`src/rtl/npc_pkg.sv`:
```
// -----------------------------------------------------------------------------
// npc_pkg
// Shared definitions for the next-PC predictor:
//   - 2-bit saturating counter encodings (SNT/WNT/WT/ST)
//   - default reset PC
//   - BTB index/tag slicing helpers and the counter update function
// No ports (package).
// -----------------------------------------------------------------------------
package npc_pkg;

    typedef logic [1:0] cnt_t;

    localparam cnt_t SNT = 2'b00;  // strongly not taken
    localparam cnt_t WNT = 2'b01;  // weakly not taken (reset value)
    localparam cnt_t WT  = 2'b10;  // weakly taken (allocation value)
    localparam cnt_t ST  = 2'b11;  // strongly taken

    localparam logic [31:0] NPC_RESET_PC = 32'h0000_3000;

    // Word index into the BTB: addr[idx_w+1:2], returned zero-extended.
    function automatic logic [31:0] btb_index(input logic [31:0] addr,
                                              input int unsigned idx_w);
        return (addr >> 2) & ((32'd1 << idx_w) - 32'd1);
    endfunction

    // Tag bits above the index: addr[idx_w+tag_w+1:idx_w+2], zero-extended.
    function automatic logic [31:0] btb_tag(input logic [31:0] addr,
                                            input int unsigned idx_w,
                                            input int unsigned tag_w);
        return (addr >> (idx_w + 2)) & ((32'd1 << tag_w) - 32'd1);
    endfunction

    // Saturating 2-bit counter step toward the observed outcome.
    function automatic cnt_t cnt_update(input cnt_t cnt, input logic taken);
        cnt_t res;
        res = cnt;
        if (taken && (cnt != ST)) begin
            res = cnt + 2'd1;
        end else if (!taken && (cnt != SNT)) begin
            res = cnt - 2'd1;
        end
        return res;
    endfunction

endpackage

```
`src/rtl/npc_btb_array.sv`:
```
// -----------------------------------------------------------------------------
// npc_btb_array
// Direct-mapped BTB storage with one combinational lookup read port and one
// synchronous update port. The update port takes a branch resolution and
// performs the read-modify-write of the addressed entry internally (counter
// step / target rewrite on hit, allocation on a taken miss). A lookup of the
// index being written in the same cycle returns the old contents.
//
// Ports:
//   clk, reset          clock, synchronous active-high reset (clears valid,
//                       sets every counter to WNT; discards a same-cycle update)
//   rd_idx_i            lookup index
//   rd_valid_o/rd_tag_o/rd_target_o/rd_cnt_o   lookup entry contents
//   wr_en_i             resolution strobe
//   wr_idx_i/wr_tag_i   index/tag of the resolved instruction
//   wr_taken_i          resolved outcome
//   wr_target_i         resolved target, word address (bits [31:2])
// -----------------------------------------------------------------------------
module npc_btb_array
    import npc_pkg::*;
#(
    parameter int ENTRIES = 16,
    parameter int TAG_W   = 8,
    parameter int IDX_W   = $clog2(ENTRIES)
) (
    input  logic             clk,
    input  logic             reset,
    input  logic [IDX_W-1:0] rd_idx_i,
    output logic             rd_valid_o,
    output logic [TAG_W-1:0] rd_tag_o,
    output logic [29:0]      rd_target_o,
    output logic [1:0]       rd_cnt_o,
    input  logic             wr_en_i,
    input  logic [IDX_W-1:0] wr_idx_i,
    input  logic [TAG_W-1:0] wr_tag_i,
    input  logic             wr_taken_i,
    input  logic [29:0]      wr_target_i
);

    logic             valid_q  [ENTRIES];
    logic [TAG_W-1:0] tag_q    [ENTRIES];
    logic [29:0]      target_q [ENTRIES];
    cnt_t             cnt_q    [ENTRIES];

    logic upd_hit;
    cnt_t upd_cnt_d;

    assign rd_valid_o  = valid_q[rd_idx_i];
    assign rd_tag_o    = tag_q[rd_idx_i];
    assign rd_target_o = target_q[rd_idx_i];
    assign rd_cnt_o    = cnt_q[rd_idx_i];

    assign upd_hit   = valid_q[wr_idx_i] && (tag_q[wr_idx_i] == wr_tag_i);
    assign upd_cnt_d = cnt_update(cnt_q[wr_idx_i], wr_taken_i);

    always_ff @(posedge clk) begin
        if (reset) begin
            for (int i = 0; i < ENTRIES; i++) begin
                valid_q[i] <= 1'b0;
                cnt_q[i]   <= WNT;
            end
        end else if (wr_en_i) begin
            if (upd_hit) begin
                cnt_q[wr_idx_i] <= upd_cnt_d;
                if (wr_taken_i) begin
                    target_q[wr_idx_i] <= wr_target_i;
                end
            end else if (wr_taken_i) begin
                // Taken miss: replace whatever lived at this index.
                valid_q[wr_idx_i]  <= 1'b1;
                tag_q[wr_idx_i]    <= wr_tag_i;
                target_q[wr_idx_i] <= wr_target_i;
                cnt_q[wr_idx_i]    <= WT;
            end
        end
    end

endmodule

```
`src/rtl/npc_predictor.sv`:
```
// -----------------------------------------------------------------------------
// npc_predictor
// Fetch PC register with BTB-based next-PC prediction. Lookup on the current
// PC is combinational; branch resolutions update the BTB at the clock edge and
// on a mispredict redirect fetch (next cycle) and raise flush (same cycle).
//
// Optional feature (macro NPC_PERF_EN): adds saturating performance counters
// perf_branches (resolutions) and perf_mispred (mispredicts).
//
// Ports:
//   clk, reset        clock, synchronous active-high reset
//   stall             hold PC (lookup outputs stay valid)
//   pc                current fetch PC
//   pred_taken        prediction for pc
//   pred_target       predicted next PC for pc (pc+4 when not taken)
//   res_valid         resolution strobe
//   res_pc            PC of the resolved instruction
//   res_taken         actual outcome
//   res_target        actual taken target
//   res_pred_taken    prediction carried with the instruction
//   res_pred_target   predicted target carried with the instruction
//   flush             combinational squash request on mispredict
//   perf_branches     [NPC_PERF_EN] count of resolutions
//   perf_mispred      [NPC_PERF_EN] count of mispredicts
// -----------------------------------------------------------------------------
module npc_predictor
    import npc_pkg::*;
#(
    parameter int          ENTRIES  = 16,
    parameter int          TAG_W    = 8,
    parameter logic [31:0] RESET_PC = NPC_RESET_PC
) (
    input  logic        clk,
    input  logic        reset,
    input  logic        stall,
    output logic [31:0] pc,
    output logic        pred_taken,
    output logic [31:0] pred_target,
    input  logic        res_valid,
    input  logic [31:0] res_pc,
    input  logic        res_taken,
    input  logic [31:0] res_target,
    input  logic        res_pred_taken,
    input  logic [31:0] res_pred_target,
    output logic        flush
`ifdef NPC_PERF_EN
    ,
    output logic [31:0] perf_branches,
    output logic [31:0] perf_mispred
`endif
);

    localparam int IDX_W = $clog2(ENTRIES);

    logic [31:0]      pc_q, pc_d;
    logic [31:0]      pc_plus4;
    logic [IDX_W-1:0] lk_idx, res_idx;
    logic [TAG_W-1:0] lk_tag, res_tag;
    logic             rd_valid;
    logic [TAG_W-1:0] rd_tag;
    logic [29:0]      rd_target;
    logic [1:0]       rd_cnt;
    logic             lk_hit;
    logic             mispredict;
    logic [31:0]      redirect_pc;

    assign lk_idx  = IDX_W'(btb_index(pc_q, IDX_W));
    assign lk_tag  = TAG_W'(btb_tag(pc_q, IDX_W, TAG_W));
    assign res_idx = IDX_W'(btb_index(res_pc, IDX_W));
    assign res_tag = TAG_W'(btb_tag(res_pc, IDX_W, TAG_W));

    npc_btb_array #(
        .ENTRIES (ENTRIES),
        .TAG_W   (TAG_W),
        .IDX_W   (IDX_W)
    ) u_btb (
        .clk         (clk),
        .reset       (reset),
        .rd_idx_i    (lk_idx),
        .rd_valid_o  (rd_valid),
        .rd_tag_o    (rd_tag),
        .rd_target_o (rd_target),
        .rd_cnt_o    (rd_cnt),
        .wr_en_i     (res_valid),
        .wr_idx_i    (res_idx),
        .wr_tag_i    (res_tag),
        .wr_taken_i  (res_taken),
        .wr_target_i (res_target[31:2])
    );

    // Lookup on the current PC; prediction is forced off while in reset.
    assign pc_plus4    = pc_q + 32'd4;
    assign lk_hit      = rd_valid && (rd_tag == lk_tag);
    assign pred_taken  = !reset && lk_hit && rd_cnt[1];
    assign pred_target = pred_taken ? {rd_target, 2'b00} : pc_plus4;
    assign pc          = pc_q;

    // A correct direction with a wrong target still mispredicts when taken.
    assign mispredict  = res_valid &&
                         ((res_taken != res_pred_taken) ||
                          (res_taken && (res_target != res_pred_target)));
    assign flush       = mispredict && !reset;
    assign redirect_pc = res_taken ? res_target : (res_pc + 32'd4);

    always_comb begin
        pc_d = pred_target;
        if (reset) begin
            pc_d = RESET_PC;
        end else if (mispredict) begin
            pc_d = redirect_pc;
        end else if (stall) begin
            pc_d = pc_q;
        end
    end

    always_ff @(posedge clk) begin
        pc_q <= pc_d;
    end

`ifdef NPC_PERF_EN
    logic [31:0] branches_q, branches_d;
    logic [31:0] mispred_q, mispred_d;

    function automatic logic [31:0] sat_inc(input logic [31:0] val, input logic en);
        return (en && (val != 32'hFFFF_FFFF)) ? (val + 32'd1) : val;
    endfunction

    assign branches_d = sat_inc(branches_q, res_valid);
    assign mispred_d  = sat_inc(mispred_q, mispredict);

    always_ff @(posedge clk) begin
        if (reset) begin
            branches_q <= 32'd0;
            mispred_q  <= 32'd0;
        end else begin
            branches_q <= branches_d;
            mispred_q  <= mispred_d;
        end
    end

    assign perf_branches = branches_q;
    assign perf_mispred  = mispred_q;
`endif

endmodule
```
`config.mk`:
```
export PLATFORM = sky130hd
export DESIGN_NAME = npc_predictor
export DESIGN_NICKNAME = d
export VERILOG_FILES = /design/src/rtl/npc_pkg.sv /design/src/rtl/npc_btb_array.sv /design/src/rtl/npc_predictor.sv
export SDC_FILE = /design/constraint.sdc
export NUM_CORES = 1
export LEC_CHECK = 0
export CAP_MARGIN = 40
export CORE_MARGIN = 2
export CORE_UTILIZATION = 61
export DETAILED_ROUTE_END_ITERATION = 10
export PLACE_DENSITY = 0.81
export SETUP_SLACK_MARGIN = 0.02
export SLEW_MARGIN = 20
export SYNTH_ARGS = -nofsm -noshare
export SYNTH_HDL_FRONTEND = slang
export SYNTH_SLANG_ARGS = --single-unit
```
`constraint.sdc`:
```
create_clock -name clk -period 6.8 [get_ports clk]
set_input_delay 1.36 -clock clk [delete_from_list [all_inputs] [get_ports clk]]
set_output_delay 1.36 -clock clk [all_outputs]
set_load 0.01 [all_outputs]
```
* Word level (Yosys, flattened, before mapping)
Memories as Yosys holds them, arrays and structs flattened. A register that Yosys moved wholly into a read port is not among the register bits.
Index checks and enable logic that the tools add are counted.
** Cells by class
- $add $sub $neg :: 4
- Eq/ne operators :: 6
- Multiplexer cells :: 37
- Bitwise logic cells :: 2
- Reductions and logical operators :: 15
** Operators by type and width (number)
- 2-to-1 mux 32 bit :: 4
- adder 32 x 3 -> 32 bit, second input constant :: 2
- 2-to-1 mux 4 bit :: 10
- inequality test 32 bit :: 1
- 2-to-1 mux 30 bit :: 1
- 2-to-1 mux 1 bit :: 18
- equality test 8 bit :: 2
- logical AND 1 bit :: 9
- 2-to-1 mux 2 bit :: 4
- adder 2 x 1 -> 2 bit, second input constant :: 1
- zero test 1 bit :: 2
- inequality test 2 x 1 -> 1 bit, second input constant :: 1
- inequality test 2 bit, second input constant :: 1
- OR 1 bit :: 2
- nonzero test 2 bit :: 1
- OR reduction 2 bit :: 1
- subtractor 2 x 1 -> 2 bit, second input constant :: 1
- logical OR 1 bit :: 1
- inequality test 1 bit :: 1
- OR reduction 1 bit :: 1
** Storage, ports and cells
- Register bits :: 32
- Memory bits (writable) :: 656
- Output and inout bits :: 66
- Logic and storage cells :: 69
- Memories kept :: 4
** Memories
- u_btb.target_q :: depth 16, bits a word 30, rd ports 1, clocked after Yosys merged registers in 1, wr ports 1, RTL line npc_btb_array.sv:42 : logic [29:0] target_q [ENTRIES];
- u_btb.tag_q :: depth 16, bits a word 8, rd ports 2, clocked after Yosys merged registers in 1, wr ports 1, RTL line npc_btb_array.sv:41 : logic [TAG_W-1:0] tag_q [ENTRIES];
- u_btb.cnt_q :: depth 16, bits a word 2, rd ports 2, clocked after Yosys merged registers in 1, wr ports 16, RTL line npc_btb_array.sv:43 : cnt_t cnt_q [ENTRIES];
- u_btb.valid_q :: depth 16, bits a word 1, rd ports 2, clocked after Yosys merged registers in 1, wr ports 16, RTL line npc_btb_array.sv:40 : logic valid_q [ENTRIES];

* Longest topological paths before layout
Gate-level depths: netlist of run 1.
An unclocked memory read counts as a cell.
- Depth in word-level cells :: 10
- Gate-level depth with buffers :: 13
- Mapped depth without buffers :: 9

* By module
A second synthesis of run 1 with hierarchy kept.
** Unflattened totals
- Cell total of the unflattened synthesis :: 1800
- Area total of the unflattened synthesis :: 31157.4 um2
** By module, submodules not included
- npc_btb_array :: times used 1, cells each 1216, area an instance 26872.0 um2
- npc_predictor :: times used 1, cells each 584, area an instance 4285.4 um2

* Worst setup path after synthesis of run 1
Ideal clock, no wire load.
- Path type :: input -> register
- From :: in res_pc[2]
- To :: mem u_btb.cnt_q[0][0] in the netlist's numbering, data pin
- Arrival time :: 4.248 ns
- Data required time :: 6.497 ns
- Setup slack :: 2.249 ns
- Stages :: 12
- Cells stage by stage :: buf_2 > buf_4 > buf_2 > mux4_2 > mux4_2 > ha_1 > mux2i_1 > xnor2_1 > and3_1 > buf_2 > buf_4 > a31oi_1
** RTL lines
- start, declared :: RTL line npc_predictor.sv:40 : input logic [31:0] res_pc,
- end, declared :: RTL line npc_btb_array.sv:43

* Worst setup path after layout of run 1
- From :: in res_target[6]
- To :: out flush
** On the way
- Cells in the longest elaborated chain, start to end :: 5
** Ends and longest elaborated chain
- start, declared :: RTL line npc_predictor.sv:42 : input logic [31:0] res_target,
- inequality test 32 bit :: RTL line npc_predictor.sv:101 : (res_taken && (res_target != res_pred_target)));
- logical AND 1 bit :: RTL line npc_predictor.sv:101
- logical OR 1 bit :: RTL line npc_predictor.sv:100 : ((res_taken != res_pred_taken) ||
- logical AND 1 bit :: RTL line npc_predictor.sv:99 : assign mispredict = res_valid &&
- logical AND 1 bit :: RTL line npc_predictor.sv:102 : assign flush = mispredict && !reset;
- end, declared :: RTL line npc_predictor.sv:45 : output logic flush
Every way passes these cells.

==> metrics.cfg, run 1 <==
[status]
outcome=finished, final reports clean

[drt]
drt_iter0_markers=3230
first_pass_iters=6
post-route-drc-count=0
routedWlPerCell_um=32.2
vias_per_cell=6.99
final_antenna_net_count=0
wl_mm=86.0
vias=18670

[synth]
muxShareOfSynthArea_pct=19.3
ys_seq_area_share_pct=66.4
synth_compound_area_share_pct=4.41
async_reset_ff_share_pct=0
synth_cell_type_count=68
avgSynthCellArea_um2=17.7
synth_nets=1836
synth_xor_area_share_pct=2.81
synthAdderAreaFrac_pct=0.287
synthCells=1727
synth_ff_type=edfxtp_1
synth_simple_gate_area_share_pct=4.84
yosysWarningCount=0
synth_top_family_by_area=multiplexers
syn_area_um2=30500
synth-edff-count=640
synth-seq-cells=692

[critical_path]
critPathKind=primary input to output port
timing.critical_path.fanout_max=18
critPathLaunchType=primary input
cp-end-kind=output port
cp.arrival_ps=4720
required_ps=5440

[timing]
fmax_mhz=164
fin_skew_ps=23.3
setup_violations=0
worst_pin_slew_ps=891
min_period_over_period_pct=89.4
rsz0062_at_grt=no
finalHoldViolCount=0
slew_violations=0
fin_crit_ps=6080
maxSlewHeadroom_pct=40.4
fin_tns_setup_ps=0
timing.hold.ws_ps=475

[global_route]
met1_usage_pct=48.7
antenna_found_initial=11
use_met3_pct=9.01
grt_pass1_vias=18331
grtUsageTotal_pct=34.0
busiest_layer=met2
grt_pass1_wl_mm=124
use_met2_pct=50.7
grt_max_degree=121
overflow=0

[clocking]
numCtsBuffers=70
cts.sinks=692
root_buffer=clkbuf_16
cts_max_level=3
clock_path_buffers=3
clkTransAtPathRegs_ps=60
post_cts_buffers=0
clk_latency_ps=620
cts_tree=done
holdBufCountCts=0
cts.repair.resized=0

[floorplan]
die_w_um=228
initial_utilization_pct=62.1
dieArea_um2=51800
fp.dieH_um=228
ios=168
row_count=81
fp.coreArea_um2=49200

[power]
share_seq_of_total_power_pct=49.3
clkPwrFrac_pct=40.7
p_per_area_nw_per_um2=269
intPower_w=0.00745
leakagePower_nw=11.6
peakVddDrop_v=0.000205
p_switching_w=0.00224
swShare_pct=23.1
p_comb_share_pct=10.1

[layout]
syn2layout_area_growth_pct=18.1
drive_gt1_share_pct=23.7
final_nets=2056

[placed_design]
place_congestion=0.931
port_buffers=167
hpwl_mm=53.6

[flow_run]
max_cap_viol_count=0

[min_path]
min_path_type=register to register

cell type report:
class | count | area (um2)
diodes | 5 | 12.5
clock buffers | 92 | 1910
clock inverters | 36 | 437
fillers | 2788 | 13100
inverters | 30 | 113
multi-input cells | 898 | 9780
flip-flops and latches | 692 | 20300
well taps | 664 | 831
repair buffers | 255 | 2680
worst max-delay path, stage by stage:
cell             delay (ps)
clkdlybuf4s50_1         840
xnor2_1                 670
nand4_1                 380
nor4_1                  370
a31o_2                  220
nand2b_1                130
inv_1                   190
clkdlybuf4s50_1         540
power by group through the flow:
stage / combinational (W) / sequential, W / clock, W
after CTS: 0.000954 / 0.00477 / 0.00395
after global routing: 0.00102 / 0.00478 / 0.00411
after global placement: 0.000910 / 0.00486 / 0
final: 0.000976 / 0.00477 / 0.00394
after detailed placement: 0.000938 / 0.00486 / 0
after floorplan: 0.000572 / 0.00482 / 0
logic make-up (layout without fill, tap and decap cells):
family / Yosys count / in the layout
AO/OA/AOI/OAI: 193 / 193
flip-flops: 692 / 692
adder cells (fa/ha/maj): 7 / 7
buffers and inverters: 137 / 413
AND/OR/NAND/NOR: 303 / 303
multiplexers: 297 / 297
XOR/XNOR: 98 / 98
other: 0 / 5
state kept, by name (all words and copies together), names as in the netlist, named ones only:
| register | cells |
|---|---|
| u_btb.target_q | 480 |
| u_btb.tag_q | 128 |
| pc | 32 |
| u_btb.cnt_q | 32 |
| u_btb.valid_q | 16 |
layout by cell type (no fill, tap or decap), types with 12 or more instances in the layout:
cell / instances
dfxtp_1: 48
edfxtp_1: 640
inv_1: 26
nand2_1: 69
a21oi_1: 23
xnor2_1: 68
nor3_1: 28
clkinv_1: 13
xor2_1: 30
nand3_1: 36
a21o_1: 21
nor2_1: 70
clkbuf_1: 16
mux2i_1: 40
clkbuf_16: 71
buf_4: 66
nand4_1: 23
a221o_1: 12
o21ai_1: 13
mux2_2: 16
o21bai_1: 15
buf_16: 13
clkdlybuf4s50_1: 164
mux4_2: 229
nor2_4: 16
and3_1: 15
a31oi_1: 15
o21ai_0: 31
per-layer routing:
metal | vias up | wire length, um | share of wire, %
li1 | 7476 | - | -
met1 | 9417 | 31600 | 37
met2 | 1540 | 39500 | 46
met3 | 227 | 11600 | 14
met4 | 10 | 3280 | 3.8
met5 | - | 69 | 0.080
per-stage QoR:
step           setup slack [ps]  util, %  total power, W  instances  area [um2]
4_1_cts                     815     73.1         0.00968       2664       36000
2_1_floorplan              2250        -         0.00539       1727       30500
3_5_place_dp                942     68.4         0.00580       2536       33600
5_1_grt                     606     73.3         0.00990       2672       36000
6_report                    720     73.3         0.00969       2672       36000
3_3_place_gp               1020     67.5         0.00577       2519       33200
worst paths after layout:
kind	start	end	slack, ps	cells past startpoint
worst max-delay path	res_target[6]	flush	720	8
worst min-delay path	u_btb.valid_q[15]	u_btb.valid_q[15]	470	2
worst max register to register	register	pc[16]	2830	10
worst min register to register	u_btb.valid_q[15]	u_btb.valid_q[15]	470	2
Yosys cell counts, types with 5 or more instances:
| library cell | instances | area share (%) |
|---|---|---|
| buf_2 | 39 | 0.64 |
| mux2i_1 | 40 | 1.3 |
| dfxtp_1 | 52 | 3.4 |
| buf_1 | 17 | 0.21 |
| nor4_1 | 6 | 0.12 |
| nor2b_1 | 6 | 0.12 |
| ha_1 | 7 | 0.29 |
| mux4_2 | 229 | 17 |
| o21ai_0 | 31 | 0.51 |
| nor2_1 | 86 | 1.1 |
| o21bai_1 | 15 | 0.37 |
| a31oi_1 | 15 | 0.31 |
| xor2_1 | 30 | 0.86 |
| nand2_1 | 70 | 0.86 |
| nand4_1 | 23 | 0.47 |
| and4_1 | 5 | 0.14 |
| o22ai_1 | 6 | 0.12 |
| clkbuf_1 | 44 | 0.54 |
| and2_1 | 7 | 0.14 |
| o21ai_1 | 13 | 0.21 |
| mux2_2 | 16 | 0.59 |
| mux2_1 | 9 | 0.33 |
| a21oi_1 | 23 | 0.38 |
| a21o_1 | 21 | 0.52 |
| nor3_1 | 29 | 0.48 |
| a221o_1 | 12 | 0.39 |
| nand3_1 | 36 | 0.59 |
| nand2b_1 | 7 | 0.14 |
| and3_1 | 15 | 0.31 |
| inv_1 | 26 | 0.32 |
| xnor2_1 | 68 | 2.0 |
| edfxtp_1 | 640 | 63 |
| o211ai_1 | 9 | 0.22 |
Power figures use the tool's default switching activity.
==> run 2: changes to the inputs <==
--- a/config.mk
+++ b/config.mk
@@ -8,10 +8,11 @@
 export CAP_MARGIN = 40
 export CORE_MARGIN = 2
 export CORE_UTILIZATION = 61
+export CTS_CLUSTER_DIAMETER = 30
 export DETAILED_ROUTE_END_ITERATION = 10
 export PLACE_DENSITY = 0.81
 export SETUP_SLACK_MARGIN = 0.02
-export SLEW_MARGIN = 20
+export SLEW_MARGIN = 30
 export SYNTH_ARGS = -nofsm -noshare
 export SYNTH_HDL_FRONTEND = slang
 export SYNTH_SLANG_ARGS = --single-unit
==> run 2 against run 1 <==
Compared with the run above:
- critical path depth is 2 higher
- first-iteration DRC count is 8.9% higher
- register-to-register slack better by 20 ps
- maximum frequency is 0.12% lower
- non-clock buffer count stayed put
- via count is 4.6% higher
- hold slack better by 4.1 ps
- clock power is 60% higher
- count of clock-buffer cells in the layout is 42 higher
- core utilization is 4.0 points higher
- highest routed layer unchanged
==> metrics.cfg, run 2 (same netlist as run 1, synthesis figures left out) <==
[status]
outcome=finished, final reports clean

[floorplan]
fp.coreArea_um2=49200
dieArea_um2=51800
die_w_um=228
row_count=81
initial_utilization_pct=62.1
ios=168
fp.dieH_um=228

[layout]
syn2layout_area_growth_pct=24.5
regMostFlops=u_btb.target_q
top_regs=u_btb.target_q: 480 flops, u_btb.tag_q: 128 flops
final_nets=2106
drive_gt1_share_pct=27.7
stdcell_count=2772
largest_register_ffs=480
final_common_cell=edfxtp_1
final_cell_mix=640 x edfxtp_1, 229 x mux4_2, 164 x clkdlybuf4s50_1, 121 x clkbuf_16, 70 x nor2_1

[drt]
first_pass_iters=6
wl_mm=92.4
final_antenna_net_count=0
post-route-drc-count=0
vias=19535
routedWlPerCell_um=33.3
drt_iter0_markers=3518
vias_per_cell=7.05

[global_route]
overflow=0
grtUsageTotal_pct=36.8
antenna_found_initial=5
grt_pass1_wl_mm=134
grt_max_degree=102
grt_pass1_vias=19555

[critical_path]
required_ps=5440
timing.critical_path.fanout_max=35
critPathLaunchType=register
critPathKind=register to output port
cp-end-kind=output port
rr_endpoint=pc[16]
reg2reg_slack_ps=2850
cp.arrival_ps=4730
r2r_cells=10

[clocking]
cts.sinks=692
clkTransAtPathRegs_ps=50
cts.repair.resized=0
holdBufCountCts=0
cts_tree=done
clock_path_buffers=3
cts_max_level=3
root_buffer=clkbuf_16
numCtsBuffers=120
clk_latency_ps=690
post_cts_buffers=0

[min_path]
min_path_type=register to register
min_delay_path_depth=2
hold_path_startpoint=u_btb.valid_q[15]
whs_endpoint=u_btb.valid_q[15]

[timing]
fmax_mhz=164
finalHoldViolCount=0
setup_violations=0
fin_tns_setup_ps=0
min_period_over_period_pct=89.5
fin_skew_ps=46.2
rsz0062_at_grt=no
fin_crit_ps=6090
slew_violations=0
worst_pin_slew_ps=881
maxSlewHeadroom_pct=41.1
finalWorstSetupSlack_ps=713

[flow_run]
max_cap_viol_count=0

[power]
power_w=0.0121
leakagePower_nw=12.5
p_per_area_nw_per_um2=318
peakVddDrop_v=0.000249

[placed_design]
pre_cts_ws_ps=966
hpwl_mm=54.1
dp.cells=2536
port_buffers=167
place_congestion=0.931

[run 2: how the worst max path moves through the flow]
stage	startpoint	end	depth (start not counted)
6_report	register	pred_target[14]	10
5_1_grt	register	pred_target[14]	10
4_1_cts	register	pred_target[14]	10
3_5_place_dp	res_target[6]	flush	8
3_3_place_gp	res_target[6]	flush	8
2_1_floorplan	res_pc[2]	u_btb.cnt_q[0][0]	12
[run 2: cell type report]
class                      count  area (um2)
clock buffer                 134        3100
antenna                        3        7.51
inverter                      30         113
timing repair buffer         255        2680
sequential                   692       20300
multi-input combinational    898        9780
clock inverter                96        1200
fill                        2493       11200
tap                          664         831
[run 2: routing by layer]
layer | GRT usage [%] | up-vias | wire length (um) | share of wire (%)
met5 | 0 | - | 23 | 0.025
met4 | 16.4 | 4 | 4040 | 4.4
met3 | 11.1 | 322 | 13000 | 14
met2 | 55.6 | 1782 | 42700 | 46
met1 | 50.3 | 9795 | 32600 | 35
li1 | - | 7632 | - | -
[run 2: worst max-delay path: stages (launching register included)]
cell	delay, ps
dfxtp_4	750
mux4_2	590
mux2i_1	140
mux2i_1	210
xnor2_1	220
and4_1	260
nand3_2	90
buf_4	290
clkinv_1	450
mux2_2	380
clkdlybuf4s50_1	620
[run 2: stage by stage]
step	hold slack [ps]	utilization [%]	instance area [um2]
3_5_place_dp	466	68.4	33600
5_1_grt	504	77.3	38000
4_1_cts	474	77.2	37900
3_3_place_gp	456	67.5	33200
6_report	479	77.3	38000
2_1_floorplan	443	-	30500
[run 2: report_power, final]
group	leakage [nW]	total (W)	internal (W)	switching, W
clock network	2.02	0.00632	0.00402	0.00230
registers	6.21	0.00478	0.00471	0.0000766
logic	4.30	0.000988	0.000456	0.000532
